==> config.mk <==
export PLATFORM = sky130hd
export DESIGN_NAME = seg7_multi_flat
export DESIGN_NICKNAME = d
export VERILOG_FILES = /design/src/rtl/seg7_pkg.sv /design/src/rtl/seg7_if.sv /design/src/rtl/seg7_lut.sv /design/src/rtl/seg7_multi.sv /design/src/flat_wrapper.sv
export SDC_FILE = /design/constraint.sdc
export NUM_CORES = 1
export LEC_CHECK = 0
export ABC_CLOCK_PERIOD_IN_PS = 3700
export BUFFER_PORTS_ARGS = -buffer_cell sky130_fd_sc_hd__buf_4
export CORE_UTILIZATION = 44
export DETAILED_ROUTE_END_ITERATION = 8
export PLACE_DENSITY = 0.6
export SLEW_MARGIN = 20
export SYNTH_ARGS = -nofsm -noshare
export SYNTH_HDL_FRONTEND = slang
export SYNTH_SLANG_ARGS = --single-unit
==> constraint.sdc <==
create_clock -name clk -period 3.7 [get_ports clk]
set_clock_uncertainty 0.2 [all_clocks]
set_input_delay 0.37 -clock clk [delete_from_list [all_inputs] [get_ports clk]]
set_output_delay 0.37 -clock clk [all_outputs]
set_load 0.005 [all_outputs]
==> src/rtl/seg7_pkg.sv <==
// Shared constants for the multi-digit 7-segment driver: segment patterns,
// the hex-to-segment table and the controller state encoding.
package seg7_pkg;

    // Segment vectors are active low: bit 0 = segment a ... bit 6 = segment g.
    localparam logic [6:0] SEG_BLANK = 7'b1111111;
    localparam logic [6:0] SEG_DASH  = 7'b0111111;

    localparam logic [6:0] SEG_TABLE [16] = '{
        7'b1000000, 7'b1111001, 7'b0100100, 7'b0110000,
        7'b0011001, 7'b0010010, 7'b0000010, 7'b1111000,
        7'b0000000, 7'b0010000, 7'b0001000, 7'b0000011,
        7'b1000110, 7'b0100001, 7'b0000110, 7'b0001110
    };

    typedef enum logic [1:0] {
        ST_IDLE   = 2'd0,
        ST_CONV   = 2'd1,
        ST_COMMIT = 2'd2
    } state_t;

    function automatic logic [6:0] hex_to_seg(input logic [3:0] nibble);
        return SEG_TABLE[nibble];
    endfunction

endpackage

==> src/rtl/seg7_if.sv <==
// Request/status bundle between application logic and the display driver.
interface seg7_if #(
    parameter int DATA_W = 20
) ();

    logic              load;
    logic [DATA_W-1:0] value;
    logic              dec_mode;
    logic              lz_blank;
    logic              busy;
    logic              done;
    logic              overflow;

    modport master (
        output load, value, dec_mode, lz_blank,
        input  busy, done, overflow
    );

    modport slave (
        input  load, value, dec_mode, lz_blank,
        output busy, done, overflow
    );

endinterface

==> src/rtl/seg7_lut.sv <==
// Combinational 4-bit nibble to active-low 7-segment pattern.
module seg7_lut
    import seg7_pkg::*;
(
    input  logic [3:0] nibble,
    output logic [6:0] seg
);

    assign seg = hex_to_seg(nibble);

endmodule

==> src/rtl/seg7_multi.sv <==
// Multi-digit 7-segment driver: hex or double-dabble decimal rendering with
// overflow dashes, leading-zero blanking and whole-display blinking.
module seg7_multi
    import seg7_pkg::*;
#(
    parameter int N_DIGITS  = 6,
    parameter int DATA_W    = 20,
    parameter int BLINK_DIV = 25000000
) (
    input  logic                  clk,
    input  logic                  rst_n,
    seg7_if.slave                 bus,
    input  logic                  blink_en,
    output logic [7*N_DIGITS-1:0] hex_out
);

    localparam int BCD_W   = 4 * N_DIGITS;
    localparam int CNT_W   = $clog2(DATA_W) + 1;
    localparam int BLINK_W = $clog2(BLINK_DIV);

    localparam logic [CNT_W-1:0]   LAST_BIT   = CNT_W'(DATA_W - 1);
    localparam logic [BLINK_W-1:0] BLINK_LAST = BLINK_W'(BLINK_DIV - 1);

    state_t                       state;
    logic                         load_q;
    logic [DATA_W-1:0]            value_q;
    logic                         dec_q;
    logic                         lz_q;
    logic [BCD_W-1:0]             bcd;
    logic [DATA_W-1:0]            bin;
    logic [CNT_W-1:0]             bit_cnt;
    logic                         ovf_acc;
    logic [7*N_DIGITS-1:0]        seg_reg;
    logic                         overflow;
    logic                         done;
    logic [BLINK_W-1:0]           blink_cnt;
    logic                         blink_hidden;

    logic                         accept;
    logic                         ovf_final;
    logic [BCD_W-1:0]             bcd_adj;
    logic [BCD_W-1:0]             hex_digits;
    logic [BCD_W-1:0]             digit_src;
    logic [N_DIGITS-1:0][6:0]     lut_seg;
    logic [7*N_DIGITS-1:0]        next_seg;

    // Requests are registered for one cycle before the FSM acts on them; a
    // pending request blocks a second capture so value_q stays stable.
    assign accept    = bus.load && (state == ST_IDLE) && !load_q;
    assign ovf_final = dec_q && ovf_acc;

    assign bus.busy     = (state != ST_IDLE);
    assign bus.done     = done;
    assign bus.overflow = overflow;

    // NOTE: every variable written in always_comb gets a default first so no
    // path leaves it unassigned and no latch is inferred.
    always_comb begin
        bcd_adj = bcd;
        for (int d = 0; d < N_DIGITS; d++) begin
            if (bcd[4*d +: 4] >= 4'd5) begin
                bcd_adj[4*d +: 4] = bcd[4*d +: 4] + 4'd3;
            end
        end
    end

    if (DATA_W >= BCD_W) begin : g_hex_trunc
        assign hex_digits = value_q[BCD_W-1:0];
    end else begin : g_hex_ext
        assign hex_digits = {{(BCD_W - DATA_W){1'b0}}, value_q};
    end

    assign digit_src = dec_q ? bcd : hex_digits;

    for (genvar i = 0; i < N_DIGITS; i++) begin : g_lut
        seg7_lut u_lut (
            .nibble (digit_src[4*i +: 4]),
            .seg    (lut_seg[i])
        );
    end

    // Scan from the top digit down; digit 0 always ends the leading run.
    always_comb begin
        logic leading;
        next_seg = '1;
        leading  = 1'b1;
        for (int i = N_DIGITS - 1; i >= 0; i--) begin
            if ((digit_src[4*i +: 4] != 4'd0) || (i == 0)) begin
                leading = 1'b0;
            end
            if (ovf_final) begin
                next_seg[7*i +: 7] = SEG_DASH;
            end else if (lz_q && leading) begin
                next_seg[7*i +: 7] = SEG_BLANK;
            end else begin
                next_seg[7*i +: 7] = lut_seg[i];
            end
        end
    end

    // NOTE: sequential state uses non-blocking assignments so every register
    // samples pre-edge values, independent of statement order.
    always_ff @(posedge clk or negedge rst_n) begin
        if (!rst_n) begin
            state    <= ST_IDLE;
            load_q   <= 1'b0;
            value_q  <= '0;
            dec_q    <= 1'b0;
            lz_q     <= 1'b0;
            bcd      <= '0;
            bin      <= '0;
            bit_cnt  <= '0;
            ovf_acc  <= 1'b0;
            seg_reg  <= '1;
            overflow <= 1'b0;
            done     <= 1'b0;
        end else begin
            done   <= 1'b0;
            load_q <= accept;
            if (accept) begin
                value_q <= bus.value;
                dec_q   <= bus.dec_mode;
                lz_q    <= bus.lz_blank;
            end

            unique case (state)
                ST_IDLE: begin
                    if (load_q) begin
                        if (dec_q) begin
                            state   <= ST_CONV;
                            bcd     <= '0;
                            bin     <= value_q;
                            bit_cnt <= '0;
                            ovf_acc <= 1'b0;
                        end else begin
                            state <= ST_COMMIT;
                        end
                    end
                end

                ST_CONV: begin
                    // A set top-digit MSB after adjustment is a carry out of the register.
                    {bcd, bin} <= {bcd_adj[BCD_W-2:0], bin, 1'b0};
                    ovf_acc    <= ovf_acc | bcd_adj[BCD_W-1];
                    bit_cnt    <= bit_cnt + 1'b1;
                    if (bit_cnt == LAST_BIT) begin
                        state <= ST_COMMIT;
                    end
                end

                ST_COMMIT: begin
                    seg_reg  <= next_seg;
                    overflow <= ovf_final;
                    done     <= 1'b1;
                    state    <= ST_IDLE;
                end

                default: state <= ST_IDLE;
            endcase
        end
    end

    // Free-running blink timebase; blink_en only gates the output mux.
    always_ff @(posedge clk or negedge rst_n) begin
        if (!rst_n) begin
            blink_cnt    <= '0;
            blink_hidden <= 1'b0;
        end else if (blink_cnt == BLINK_LAST) begin
            blink_cnt    <= '0;
            blink_hidden <= !blink_hidden;
        end else begin
            blink_cnt <= blink_cnt + 1'b1;
        end
    end

    assign hex_out = (blink_en && blink_hidden) ? {(7*N_DIGITS){1'b1}} : seg_reg;

endmodule

==> src/flat_wrapper.sv <==
// flat-port wrapper written by rule: the top's interface ports become plain ports
module seg7_multi_flat import seg7_pkg::*;
#(
    parameter int N_DIGITS  = 6,
    parameter int DATA_W    = 20,
    parameter int BLINK_DIV = 25000000
)
  (clk, rst_n, blink_en, hex_out, bus_load, bus_value, bus_dec_mode, bus_lz_blank, bus_busy, bus_done, bus_overflow);
  seg7_if #(.DATA_W(DATA_W)) bus_i ();
  input  logic clk;
  input  logic rst_n;
  input  logic blink_en;
  output logic [7*N_DIGITS-1:0] hex_out;
  input wire logic [$bits(bus_i.load)-1:0] bus_load;
  input wire logic [$bits(bus_i.value)-1:0] bus_value;
  input wire logic [$bits(bus_i.dec_mode)-1:0] bus_dec_mode;
  input wire logic [$bits(bus_i.lz_blank)-1:0] bus_lz_blank;
  output wire logic [$bits(bus_i.busy)-1:0] bus_busy;
  output wire logic [$bits(bus_i.done)-1:0] bus_done;
  output wire logic [$bits(bus_i.overflow)-1:0] bus_overflow;
  assign bus_i.load = bus_load;
  assign bus_i.value = bus_value;
  assign bus_i.dec_mode = bus_dec_mode;
  assign bus_i.lz_blank = bus_lz_blank;
  assign bus_busy = bus_i.busy;
  assign bus_done = bus_i.done;
  assign bus_overflow = bus_i.overflow;
  seg7_multi #(.N_DIGITS(N_DIGITS), .DATA_W(DATA_W), .BLINK_DIV(BLINK_DIV)) u_core (.clk(clk), .rst_n(rst_n), .bus(bus_i), .blink_en(blink_en), .hex_out(hex_out));
endmodule
# After elaboration in Yosys (flattened, before gate mapping)
# Memory sizes are Yosys's and may differ from the RTL's.
# Cells that the tools add are included.
dict set report classes {
  mux 54
  reduce_logical 21
  magnitude_cmp 12
  div_mod_pow 0
  mul 0
  n_eq_ne 7
  bitwise 7
  n_addsub 8
  shifts 0
}
# cell count
set ops {}
lappend ops {{$mux W7} 23}
lappend ops {{$mux W24} 3}
lappend ops {{$pmux W24 S2} 1}
lappend ops {{$mux W42} 1}
lappend ops {{$mux W20} 2}
lappend ops {{$pmux W20 S2} 1}
lappend ops {{$ge A5 B5 Y1 const B} 6}
lappend ops {{$not A4 Y5} 6}
lappend ops {{$add A25 B1 Y25 const B} 1}
lappend ops {{$eq A25 B25 Y1 const B} 1}
lappend ops {{$mux W25} 1}
lappend ops {{$add A4 B2 Y4 const B} 6}
lappend ops {{$ge A4 B3 Y1 const B} 6}
lappend ops {{$mux W4} 6}
lappend ops {{$reduce_bool A4 Y1} 5}
lappend ops {{$mux W6} 2}
lappend ops {{$pmux W6 S2} 1}
lappend ops {{$logic_and A1 B1 Y1} 9}
lappend ops {{$mux W1} 8}
lappend ops {{$add A6 B1 Y6 const B} 1}
lappend ops {{$eq A6 B5 Y1 const B} 1}
lappend ops {{$mux W2} 3}
lappend ops {{$ne A2 B1 Y1 const B} 3}
lappend ops {{$pmux W2 S2} 1}
lappend ops {{other kinds (9)} 11}
dict set report word_totals {
  ram_bits 0
  inputBits 26
  wordCells 129
  out_inout_bits 45
  latchBits 0
  n_memories 6
  register_bits 146
  mem_bits_ro 672
}
# memory words width read_ports rd_clocked_by_memory_dff wr line
set mem_list {}
lappend mem_list {{(name not given)} 16 7 1 0 0 seg7_pkg.sv:23} ;# return SEG_TABLE[nibble];
lappend mem_list {{(name not given)} 16 7 1 0 0 seg7_pkg.sv:23}
lappend mem_list {{(name not given)} 16 7 1 0 0 seg7_pkg.sv:23}
lappend mem_list {{(name not given)} 16 7 1 0 0 seg7_pkg.sv:23}
lappend mem_list {{(name not given)} 16 7 1 0 0 seg7_pkg.sv:23}
lappend mem_list {{(name not given)} 16 7 1 0 0 seg7_pkg.sv:23}

# Logic depth before layout (Yosys ltp)
# Gate-level depths: netlist of run 1.
dict set report depth {
  ltp_word 10
  depth_mapped 11
  depth_no_buf 8
}

# By module
# From an unflattened synthesis of run 1, not the netlist that was laid out.
dict set report hier_totals {
  hier_cells 847
  hier_area_um2 8704.6
}
# module cells_per_inst seq_area_each_um2 area_per_inst_um2 n_inst
set modules_own_cells {}
lappend modules_own_cells {seg7_multi 654 3706.1 7083.0 1}
lappend modules_own_cells {{seg7_lut (u_core.g_lut[0].u_lut ...)} 32 0.0 275.3 3}
lappend modules_own_cells {{seg7_lut (u_core.g_lut[3].u_lut)} 33 0.0 274.0 1}
lappend modules_own_cells {{seg7_lut (u_core.g_lut[2].u_lut)} 33 0.0 269.0 1}
lappend modules_own_cells {{seg7_lut (u_core.g_lut[1].u_lut)} 31 0.0 252.7 1}

# Worst setup path before layout of run 1
# OpenSTA, ideal clock, no wires.
dict set report synth_path {
  path_type {flip-flop to flip-flop}
  start {register u_core.dec_q}
  end {register u_core.seg_reg[14]}
  n_path_buf 2
  slack_ns 1.041
  required_time_ns 3.439
  period_less_slack_ns 2.659
  stages_incl_launch_ff 9
  arrival_ns 2.398
  setup_time_ns 0.061
  path_cell_list {dfrtp_1 -> buf_2 -> buf_2 -> mux2i_1 -> ha_1 -> nand3_2 -> nor4_4 -> nand2b_1 -> o22a_1}
}
dict set report synth_via {
  elab_chain_cells 9
  word_cells_on_any_way 17
  classes_between {mux: 9; bitwise: 1; reduce/logical: 6; memory: 1}
}
# item line
set synth_lines {}
lappend synth_lines {{from (decl)} seg7_multi.sv:27} ;# logic dec_q;
lappend synth_lines {{from (signal assigned)} seg7_multi.sv:122} ;# dec_q <= bus.dec_mode;
lappend synth_lines {{parallel branches: the longest is 8 deep, another holds $mem_v2 Z16 W7} n/a}
lappend synth_lines {{$mux W7 *} seg7_multi.sv:91} ;# if (ovf_final) begin
lappend synth_lines {{to (signal assigned)} seg7_multi.sv:152} ;# seg_reg <= next_seg;
lappend synth_lines {{to (decl)} seg7_multi.sv:33} ;# logic [7*N_DIGITS-1:0] seg_reg;
# Mark *: on every way between the ends. The select of a mux whose other input is x is not followed.
# A chain may end at the register's enable or synchronous reset.

# Final worst setup path of run 1
dict set report layout_path {
  start {register u_core.dec_q}
  end {register u_core.seg_reg[13]}
}
dict set report layout_via {
  elab_chain_cells 10
  word_cells_on_any_way 19
  classes_between {mux: 10; bitwise: 1; reduce/logical: 7; memory: 1}
}
# item line
set layout_lines {}
lappend layout_lines {{$mux W24} seg7_multi.sv:73} ;# assign digit_src = dec_q ? bcd : hex_digits;
lappend layout_lines {{$reduce_bool A4 Y1} seg7_multi.sv:88} ;# if ((digit_src[4*i +: 4] != 4'd0) || (i == 0)) begin
lappend layout_lines {{$mux W1 (5 in a row)} seg7_multi.sv:88}
lappend layout_lines {{$logic_and A1 B1 Y1} seg7_multi.sv:93} ;# end else if (lz_q && leading) begin
lappend layout_lines {{$mux W7} seg7_multi.sv:93}
lappend layout_lines {{$mux W7 *} seg7_multi.sv:91}
# Every way passes the cells marked *; elsewhere a longest branch is shown, timed or not. The select of a mux whose other input is x is not followed.

==> results of run 1 <==
[what timing repair did]
item | 4_1_cts | 5_1_grt
setup endpoints to repair | 0 | 0
hold endpoints to repair | 81 | 0
hold buffers | 23 | 0
[routing by layer]
metal  track usage, %  vias to the layer above  routed length (microns)
met2             29.8                      121                     8190
met5                0                        -                        0
met3             3.62                       18                      603
li1                 -                     3308                        -
met4             6.42                        0                      268
met1             30.7                     3181                     9900
[metrics by stage]
stage	util, %	power [uW]	area (sq um)	setup WS, ns	hold WS (ns)
finish	53.2	8240	9960	0.601	0.253
global route	53.2	8920	9960	0.377	0.247
CTS	53.2	8290	9960	0.606	0.243
detailed placement	49.0	6600	9170	0.599	0.244
global placement	49.0	6550	9170	0.686	0.248
floorplan	-	5370	8390	1.04	-0.126
[worst register-to-register path, delay by kind of cell (launching register included)]
family	cells	cell delay, ns
AOI/OAI and AO/OA	3	0.40
adders and majority gates	1	0.27
buffers and inverters	2	0.53
DFF	1	0.82
muxes	2	0.81
[cells in the mapped netlist, drive strengths merged (5+ instances only)]
cell / count
nand3b: 5
ha: 50
nand2: 115
nor4: 5
nor2: 84
o22ai: 10
clkbuf: 30
nand3: 16
inv: 40
mux2i: 21
xor2: 18
dfrtp: 104
a22o: 10
o22a: 11
a211oi: 5
buf: 10
nor3: 18
a31oi: 37
xnor2: 16
mux2: 32
a221oi: 5
a21oi: 35
nand4: 12
dfstp: 42
nand2b: 53
o21ai: 67
o32ai: 5
[worst paths after layout]
path / start / end / slack [ns] / cells past startpoint
setup / recovery: u_core.dec_q$_DFFE_PN0P_ / u_core.seg_reg[13]$_DFFE_PN1P_ / 0.60 / 8
hold / removal: u_core.seg_reg[41]$_DFFE_PN1P_ / u_core.seg_reg[41]$_DFFE_PN1P_ / 0.25 / 2
setup reg to reg: u_core.dec_q$_DFFE_PN0P_ / u_core.seg_reg[13]$_DFFE_PN1P_ / 0.60 / 8
hold reg to reg: u_core.seg_reg[41]$_DFFE_PN1P_ / u_core.seg_reg[41]$_DFFE_PN1P_ / 0.25 / 2
max in group asynchronous: rst_n / u_core.seg_reg[27]$_DFFE_PN1P_ / 2.12 / 3
min in group asynchronous: rst_n / u_core.bus.overflow$_DFFE_PN0P_ / 0.35 / 2
[report_power, final]
group	internal [uW]	leakage, uW	switching [uW]
registers	2310	0.00176	500
logic	1700	0.00235	2090
clock network	924	0.000272	724
[final cells by class]
| cell class | instances | share of cell area, % |
|---|---|---|
| clock buffers | 20 | 4.69 |
| clock inverters | 12 | 0.967 |
| inverters | 41 | 1.55 |
| multi-input cells | 669 | 43.9 |
| flip-flops and latches | 146 | 37.2 |
| well taps | 234 | 2.94 |
| repair buffers | 106 | 8.73 |
[cell families after synthesis]
family / after synthesis
AO/OA/AOI/OAI: 204
XOR/XNOR: 34
adder cells (fa/ha/maj): 50
buffers and inverters: 81
flip-flops: 146
multiplexers: 53
AND/OR/NAND/NOR: 328
==> run summary, run 1 <==
Yosys top cell area share -> 31.0%
die height -> 140 microns
final worst-path cycle share -> 83.8%
area share of fa/ha/maj cells after synthesis -> 7.45%
vias -> 6,628
antenna violations before repair -> 0
CP bufs+invs -> 2
Synth Area in Compound Gates -> 15.3%
Finished Layout Cells -> 1,228
Core Box Area -> 0.0187 sq mm
Achievable Freq -> 323 MHz
Clock Tree Buf Depth -> 2
# rows -> 50
GPL Wtd Cong -> 0.843
P_leak -> 0.00438 uW
post-synth top area cell -> dfrtp_1
Synth cell types -> 57
overall routing resource usage -> 20.5%
antenna viol nets, final -> 0
critical path launch point type -> register
Yosys warnings -> 0
drt total wl -> 19,000 microns
most frequent cells in the layout -> 115 x nand2_1, 103 x dfrtp_1, 83 x nor2_1
DRC Markers -> 0
CP peak stage delay -> 0.82 ns
register area -> 0.00371 sq mm
Post-Synth XOR/XNOR Area -> 3.55%
WL/cell -> 15.4 microns
Hold WC Path Type -> reg -> reg
grt total ovfl -> 0
Slew Viols, Final -> 0
Seq/Total Area, Yosys -> 44.1%
largest fanout on the critical path -> 34
die area -> 0.0196 sq mm
unrepaired setup endpoints after global routing -> no
peak supply drop -> 398 uV
PortBufs -> 70
MaxCap Viol Count -> 0
Simple-Gate Fraction of Synth Area -> 18.8%
setup_tns -> 0 ns
Post-Synthesis Cells -> 896
Area Overhead vs Synth -> 18.6%
Die Wd -> 140 microns
Worst Setup Path Type -> reg -> reg
Root Buffer -> clkbuf_16
Cell Pwr Density -> 828 mW/mm^2
Area contributors post-synth -> dfrtp_1 31%, dfstp_2 13%, ha_1 7.5%
max reg flops -> 42
placed cells -> 1,173
CP max stage cell -> dfrtp_2
Setup violations, final -> 0
largest net degree at the start of global routing -> 82
Multi-input gate area -> 0.00437 sq mm
Worst Setup End Kind -> register
fill count -> 1,734
Final min period -> 3.10 ns
largest family of logic cells by synthesized area -> simple AND/OR/NAND/NOR gates
global-route wire length before repair -> 31,700 microns
post-synthesis mux area share -> 6.89%
Synth Register Bits -> 146
H-tree Lvls -> 4
Reg clk slew, reported paths -> 0.06 ns
Initial Util -> 44.9%
Req. time, crit path -> 3.84 ns
IO Count -> 71
Final Hold Fails -> 0
Clock Sinks -> 146
Max transition margin -> 46.3%
Post-Syn Nets -> 972
commonest non-fill, non-tap cell in the layout -> nand2_1
crit path DAT -> 3.24 ns
share of layout cells above drive strength 1 -> 20.4%
outcome -> completed
Post-CTS Resized -> 0
Vias/cell -> 5.40
vias in the first global route -> 6,140
predominant post-synthesis flop cell -> dfrtp_1
Mapped Area -> 0.00839 sq mm
ANT cells -> 0
Worst-Margin Slew -> 0.806 ns
async set or reset register ratio after synthesis -> 100%
Final nets -> 1,057
DRT Pass-1 Iters -> 5
family with the most delay on the worst path -> flip-flops
Worst-Skew Late Latency -> 0.43 ns
initial drt markers -> 436
# Post-CTS Setup Buffers -> 0
hpwl dp -> 13,300 microns
syn_area_per_cell -> 9.37 sq um
CTS tree -> built
number of synthesized flops with an enable pin -> 0
total CTS buffers -> 17
CP cell instances -> buf_4 -> mux2i_1 -> inv_1 -> ha_1 -> mux2_2 -> a22o_1 -> a31oi_1 -> o21ai_0
Power figures use the tool's default switching activity.
==> run 2: changes to the inputs <==
ABC_AREA = 1   (was not set)
ABC_CLOCK_PERIOD_IN_PS = 2630   (was 3700)
PLACE_DENSITY = 0.62   (was 0.6)
clock period = 2.63 ns   (was 3.7 ns; I/O delays follow)
==> run 2 against run 1 <==
  * Routed wire length is 14% higher
  * Die area is 7.8% higher
  * Count of clock-buffer cells in the layout is 1 lower
  * Via count is 19% higher
  * Critical path depth is 1 higher
  * Combinational power is 50% higher
  * Hold slack worse by 0.16 ns
  * Utilization is 0.078 points lower
  * Critical endpoint is now u_core.seg_reg[7]$_DFFE_PN1P_
==> run summary, run 2 <==
Final Total Pwr -> 11,900 uW
Root Buffer -> clkbuf_16
vias -> 7,895
Clock Sinks -> 146
Initial Util -> 44.8%
overall routing resource usage -> 21.7%
share of layout cells above drive strength 1 -> 16.4%
setup_tns -> 0 ns
Core Box Area -> 0.0202 sq mm
worst setup margin -> 0.451 ns
P_leak -> 0.00549 uW
most frequent cells in the layout -> 326 x nand2_1, 183 x inv_1, 118 x nor2_1
worst r2r src -> u_core.dec_q$_DFFE_PN0P_
antenna viol nets, final -> 0
Die Wd -> 145 microns
Max transition margin -> 67.0%
pre-CTS WS -> 0.446 ns
Setup violations, final -> 0
peak supply drop -> 540 uV
total CTS buffers -> 17
Crit. Startpoint -> u_core.dec_q$_DFFE_PN0P_
MaxCap Viol Count -> 0
final worst-path cycle share -> 82.9%
WL/cell -> 13.5 microns
# Post-CTS Setup Buffers -> 0
Synth cell types -> 44
predominant post-synthesis flop cell -> dfrtp_1
global-route wire length before repair -> 37,100 microns
CP peak stage delay -> 0.39 ns
Yosys warnings -> 0
GPL Wtd Cong -> 0.892
largest net degree at the start of global routing -> 53
commonest non-fill, non-tap cell in the layout -> nand2_1
Cell Pwr Density -> 1110 mW/mm^2
unrepaired setup endpoints after global routing -> no
die area -> 0.0212 sq mm
syn_area_per_cell -> 7.43 sq um
Synth Register Bits -> 146
CP cell instances -> buf_4 -> nand2_1 -> ha_1 -> nand2_1 -> nor2_2 -> nand2_1 -> nor2_4 -> nand4_4 -> a21oi_1
Reg clk slew, reported paths -> 0.07 ns
Seq/Total Area, Yosys -> 40.9%
Worst-Skew Late Latency -> 0.43 ns
Final min period -> 2.18 ns
post-synth top area cell -> dfrtp_1
CP bufs+invs -> 1
placed cells -> 1,542
# rows -> 52
Clock Tree Buf Depth -> 2
max reg flops -> 42
Hold WC Path Type -> in -> reg
IO Count -> 71
Area Overhead vs Synth -> 18.8%
family with the most delay on the worst path -> simple AND/OR/NAND/NOR gates
largest fanout on the critical path -> 25
Finished Layout Cells -> 1,597
DRC Markers -> 0
die height -> 145 microns
Yosys top cell area share -> 28.7%
antenna violations before repair -> 0
hpwl dp -> 15,800 microns
H-tree Lvls -> 4
PortBufs -> 70
ANT cells -> 0
Finished Core Util -> 53.2%
async set or reset register ratio after synthesis -> 100%
Worst Setup Path Type -> reg -> reg
crit path DAT -> 2.34 ns
number of synthesized flops with an enable pin -> 0
grt total ovfl -> 0
Post-Synthesis Cells -> 1,219
Post-CTS Resized -> 0
Achievable Freq -> 459 MHz
Worst-Margin Slew -> 0.495 ns
CP max stage cell -> dfrtp_1
most common cell in the synthesized netlist -> nand2_1
Vias/cell -> 4.94
Req. time, crit path -> 2.79 ns
vias in the first global route -> 7,550
DRT Pass-1 Iters -> 7
Worst Setup End Kind -> register
CP most frequent cell -> nand2_1
hold path start -> bus_load
initial drt markers -> 546
Post-Syn Nets -> 1,295
Slew Viols, Final -> 0
CTS tree -> built
commonest cells in the netlist -> 326 x nand2_1, 183 x inv_1, 118 x nor2_1
outcome -> completed
Final nets -> 1,390
drt total wl -> 21,500 microns
Mapped Area -> 0.00906 sq mm
critical path launch point type -> register
Final Hold Fails -> 0
Area contributors post-synth -> dfrtp_1 29%, nand2_1 14%, dfstp_2 12%
## run 2: cell families (layout without fill, tap and decap cells)
kind of cell    Yosys count  count (layout)  share of synthesized area [%]
buf+inv                 233             341                           10.2
xor+xnor                 19              19                           1.84
fa+ha+maj                50              50                           6.91
compound gates          218             218                           14.2
flops                   146             146                           40.9
simple gates            553             553                           25.9
## run 2: metrics by stage
| step | hold slack (ns) | area (sq um) |
|---|---|---|
| floorplan | -0.233 | 9060 |
| detailed placement | 0.0378 | 9910 |
| global placement | 0.0316 | 9910 |
| global route | 0.104 | 10800 |
| finish | 0.0935 | 10800 |
| CTS | 0.0751 | 10800 |
## run 2: final cells by class
class,count,area (sq um)
inverter,197,739
tap,270,338
multi-input combinational,840,4430
sequential,146,3710
clock buffer,19,433
timing repair buffer,112,927
fill,1956,9480
clock inverter,13,185
## run 2: power breakdown
group	switching [uW]	internal, uW	total (uW)
clock network	993	1590	2580
logic	3610	2090	5700
registers	446	3220	3660
total	5050	6900	11900
## run 2: worst paths after layout
kind                                                  end  slack, ns  cells after the start
max                         u_core.seg_reg[7]$_DFFE_PN1P_       0.45                      9
min                        u_core.value_q[17]$_DFFE_PN0P_       0.09                      5
max reg2reg                 u_core.seg_reg[7]$_DFFE_PN1P_       0.45                      9
min reg2reg                u_core.seg_reg[20]$_DFFE_PN1P_       0.27                      2
max in group asynchronous  u_core.value_q[12]$_DFFE_PN0P_       1.31                      3
min in group asynchronous  u_core.blink_cnt[10]$_DFF_PN0_       0.13                      2
## run 2: worst min-delay path, stage by stage
cell and delay, ns:
buf_4 0.08, nand2_1 0.06, buf_4 0.18, nand2_1 0.07, nand2_1 0.05
## run 2: repair_timing
| action | 4_1_cts | 5_1_grt |
|---|---|---|
| endpoints found under the hold margin | 69 | 0 |
| hold buffers | 23 | 0 |
| setup endpoints to repair | 0 | 0 |
## run 2: routing by layer
metal	vias up	wire length, microns	GRT usage [%]
met3	14	591	3.45
met5	-	0	0
met1	3692	10700	30.6
met4	0	204	5.63
met2	123	10000	34.7
li1	4066	-	-
==> run 3: changes to the inputs <==
ABC_AREA = 0   (was 1)
ABC_CLOCK_PERIOD_IN_PS = 1700   (was 2630)
clock period = 1.7 ns   (was 2.63 ns; I/O delays follow)
==> run 3 against run 2 <==
  * The flow now finishes with violations (negative setup slack)
  * Register-to-register slack got worse by 1.0 ns
  * Combinational power rose to 2.5 times the previous value
  * Sequential share of layout area down 7.2 points
  * Power is 100% higher
  * Fmax shrank 4.3%
  * Routed wire length is 19% higher
  * Clock power increased by 55%
  * Sequential power increased by 64%
==> run summary, run 3 (same netlist as run 1, synthesis figures left out) <==
Final Total Pwr -> 24,500 uW
Root Buffer -> clkbuf_16
critical path launch point type -> register
worst setup margin -> -0.577 ns
Die Wd -> 140 microns
antenna viol nets, final -> 0
P_leak -> 0.00619 uW
Comb power frac -> 59.1%
failing checks -> negative setup slack
share of layout cells above drive strength 1 -> 48.9%
Switching Fraction -> 38.3%
hpwl dp -> 15,300 microns
Hold WC Path Type -> in -> async
Cell Pwr Density -> 1800 mW/mm^2
die area -> 0.0196 sq mm
crit path DAT -> 2.43 ns
peak supply drop -> 1200 uV
Clock Sinks -> 146
Sequential Power Share -> 24.5%
Finished Layout Cells -> 1,474
GPL Wtd Cong -> 0.849
max reg flops -> 42
DRT Pass-1 Iters -> 5
Worst-Skew Late Latency -> 0.43 ns
Vias/cell -> 5.39
H-tree Lvls -> 4
total CTS buffers -> 17
Worst Setup End Kind -> register
Final min period -> 2.28 ns
R2R depth -> 9
largest fanout on the critical path -> 5
placed cells -> 1,365
IO Count -> 71
Max transition margin -> 55.3%
Worst Setup Path Type -> reg -> reg
antenna violations before repair -> 0
Area Overhead vs Synth -> 61.9%
Setup violations, final -> 164
final worst-path cycle share -> 134%
most frequent cells in the layout -> 246 x buf_4, 103 x dfrtp_1, 101 x nand2_1
setup_tns -> -30.78 ns
WL/cell -> 17.4 microns
# rows -> 50
Req. time, crit path -> 1.85 ns
Slew Viols, Final -> 0
unrepaired setup endpoints after global routing -> yes
CTS tree -> built
drt total wl -> 25,700 microns
PortBufs -> 70
fill count -> 1,264
Achievable Freq -> 439 MHz
worst r2r src -> u_core.dec_q$_DFFE_PN0P_
MaxCap Viol Count -> 0
Worst-Margin Slew -> 0.664 ns
vias -> 7,946
Initial Util -> 44.9%
reg-to-reg setup timing slack -> -0.58 ns
P_int -> 15,100 uW
Core Box Area -> 0.0187 sq mm
global-route wire length before repair -> 40,200 microns
Final nets -> 1,303
switching power -> 9370 uW
die height -> 140 microns
Clock Tree Buf Depth -> 2
commonest non-fill, non-tap cell in the layout -> buf_4
grt total ovfl -> 0
ANT cells -> 0
overall routing resource usage -> 25.9%
largest net degree at the start of global routing -> 77
DRC Markers -> 0
vias in the first global route -> 7,860
reg2reg end -> u_core.seg_reg[24]$_DFFE_PN1P_
outcome -> finished with violations
initial drt markers -> 473
Final Hold Fails -> 0
clock power share -> 16.4%
Reg clk slew, reported paths -> 0.06 ns
[run 3: cell types whose count changed in the layout (fill, tap and decap cells not counted), sizes merged, moves of 20 or more]
cell	before	now
inv	198	45
nand2b	0	53
o211ai	24	4
buf	89	325
mux2	0	32
nor2	124	84
nand2	341	115
a31oi	10	37
o21ai	111	67
mux2i	0	21
nand3	56	16
[run 3: cell type report]
cell class	count	area, sq um	area share (%)
Inverter	41	169	1.24
Clock buffer	19	453	3.33
Clock inverter	13	171	1.26
Multi-Input combinational cell	669	5530	40.7
Sequential cell	146	3710	27.3
Timing Repair Buffer	352	3270	24.0
Tap cell	234	293	2.15
[run 3: power groups by stage]
stage               sequential (uW)  clock (uW)  combinational (uW)
CTS                            5930        4030               13200
finish                         6010        4000               14500
global route                   6130        4190               15700
detailed placement             5940           0               11300
floorplan                      5690           0                6810
global placement               5910           0               11200
[run 3: timing repair]
action	in CTS	in global routing
pin swaps	32	43
endpoints found under the hold margin	168	0
endpoints found under the setup margin	173	182
hold buffers	24	0
cloned	9	2
buffers inserted	27	23
resized for setup	143	123
[run 3: layer usage]
layer	vias to the layer above	share of wire, %	global-route usage, %
met5	-	0	0
met4	0	2.1	7.81
met3	38	3.3	3.76
met2	181	50	43.8
met1	3902	44	34.4
li1	3825	-	-
[run 3: worst max path at each step]
stage / slack, ns / to / from
6_report: -0.58 / u_core.seg_reg[24]$_DFFE_PN1P_ / u_core.dec_q$_DFFE_PN0P_
5_1_grt: -0.66 / u_core.seg_reg[9]$_DFFE_PN1P_ / u_core.dec_q$_DFFE_PN0P_
4_1_cts: -0.54 / u_core.seg_reg[17]$_DFFE_PN1P_ / u_core.dec_q$_DFFE_PN0P_
3_5_place_dp: -0.64 / u_core.seg_reg[13]$_DFFE_PN1P_ / u_core.dec_q$_DFFE_PN0P_
3_3_place_gp: -0.55 / u_core.seg_reg[13]$_DFFE_PN1P_ / u_core.dec_q$_DFFE_PN0P_
2_1_floorplan: -0.64 / u_core.seg_reg[10]$_DFFE_PN1P_ / u_core.dec_q$_DFFE_PN0P_
[run 3: worst max-delay path, cell delays in order, from the launching register on]
cell and delay, ns:
dfrtp_2 0.48, buf_6 0.16, buf_12 0.12, mux2i_4 0.20, buf_4 0.15, buf_6 0.12, ha_4 0.27, o211ai_1 0.09
o21a_1 0.14, o32a_1 0.28
[run 3: metrics by stage]
stage	instance area (sq um)	hold WS [ns]	setup slack, ns	util (%)
2_1_floorplan	8740	-0.326	-0.644	-
3_3_place_gp	11000	-0.177	-0.546	58.7
3_5_place_dp	11000	-0.172	-0.636	58.7
4_1_cts	12900	0.173	-0.542	68.9
5_1_grt	13600	0.213	-0.659	72.6
6_report	13600	0.173	-0.577	72.6
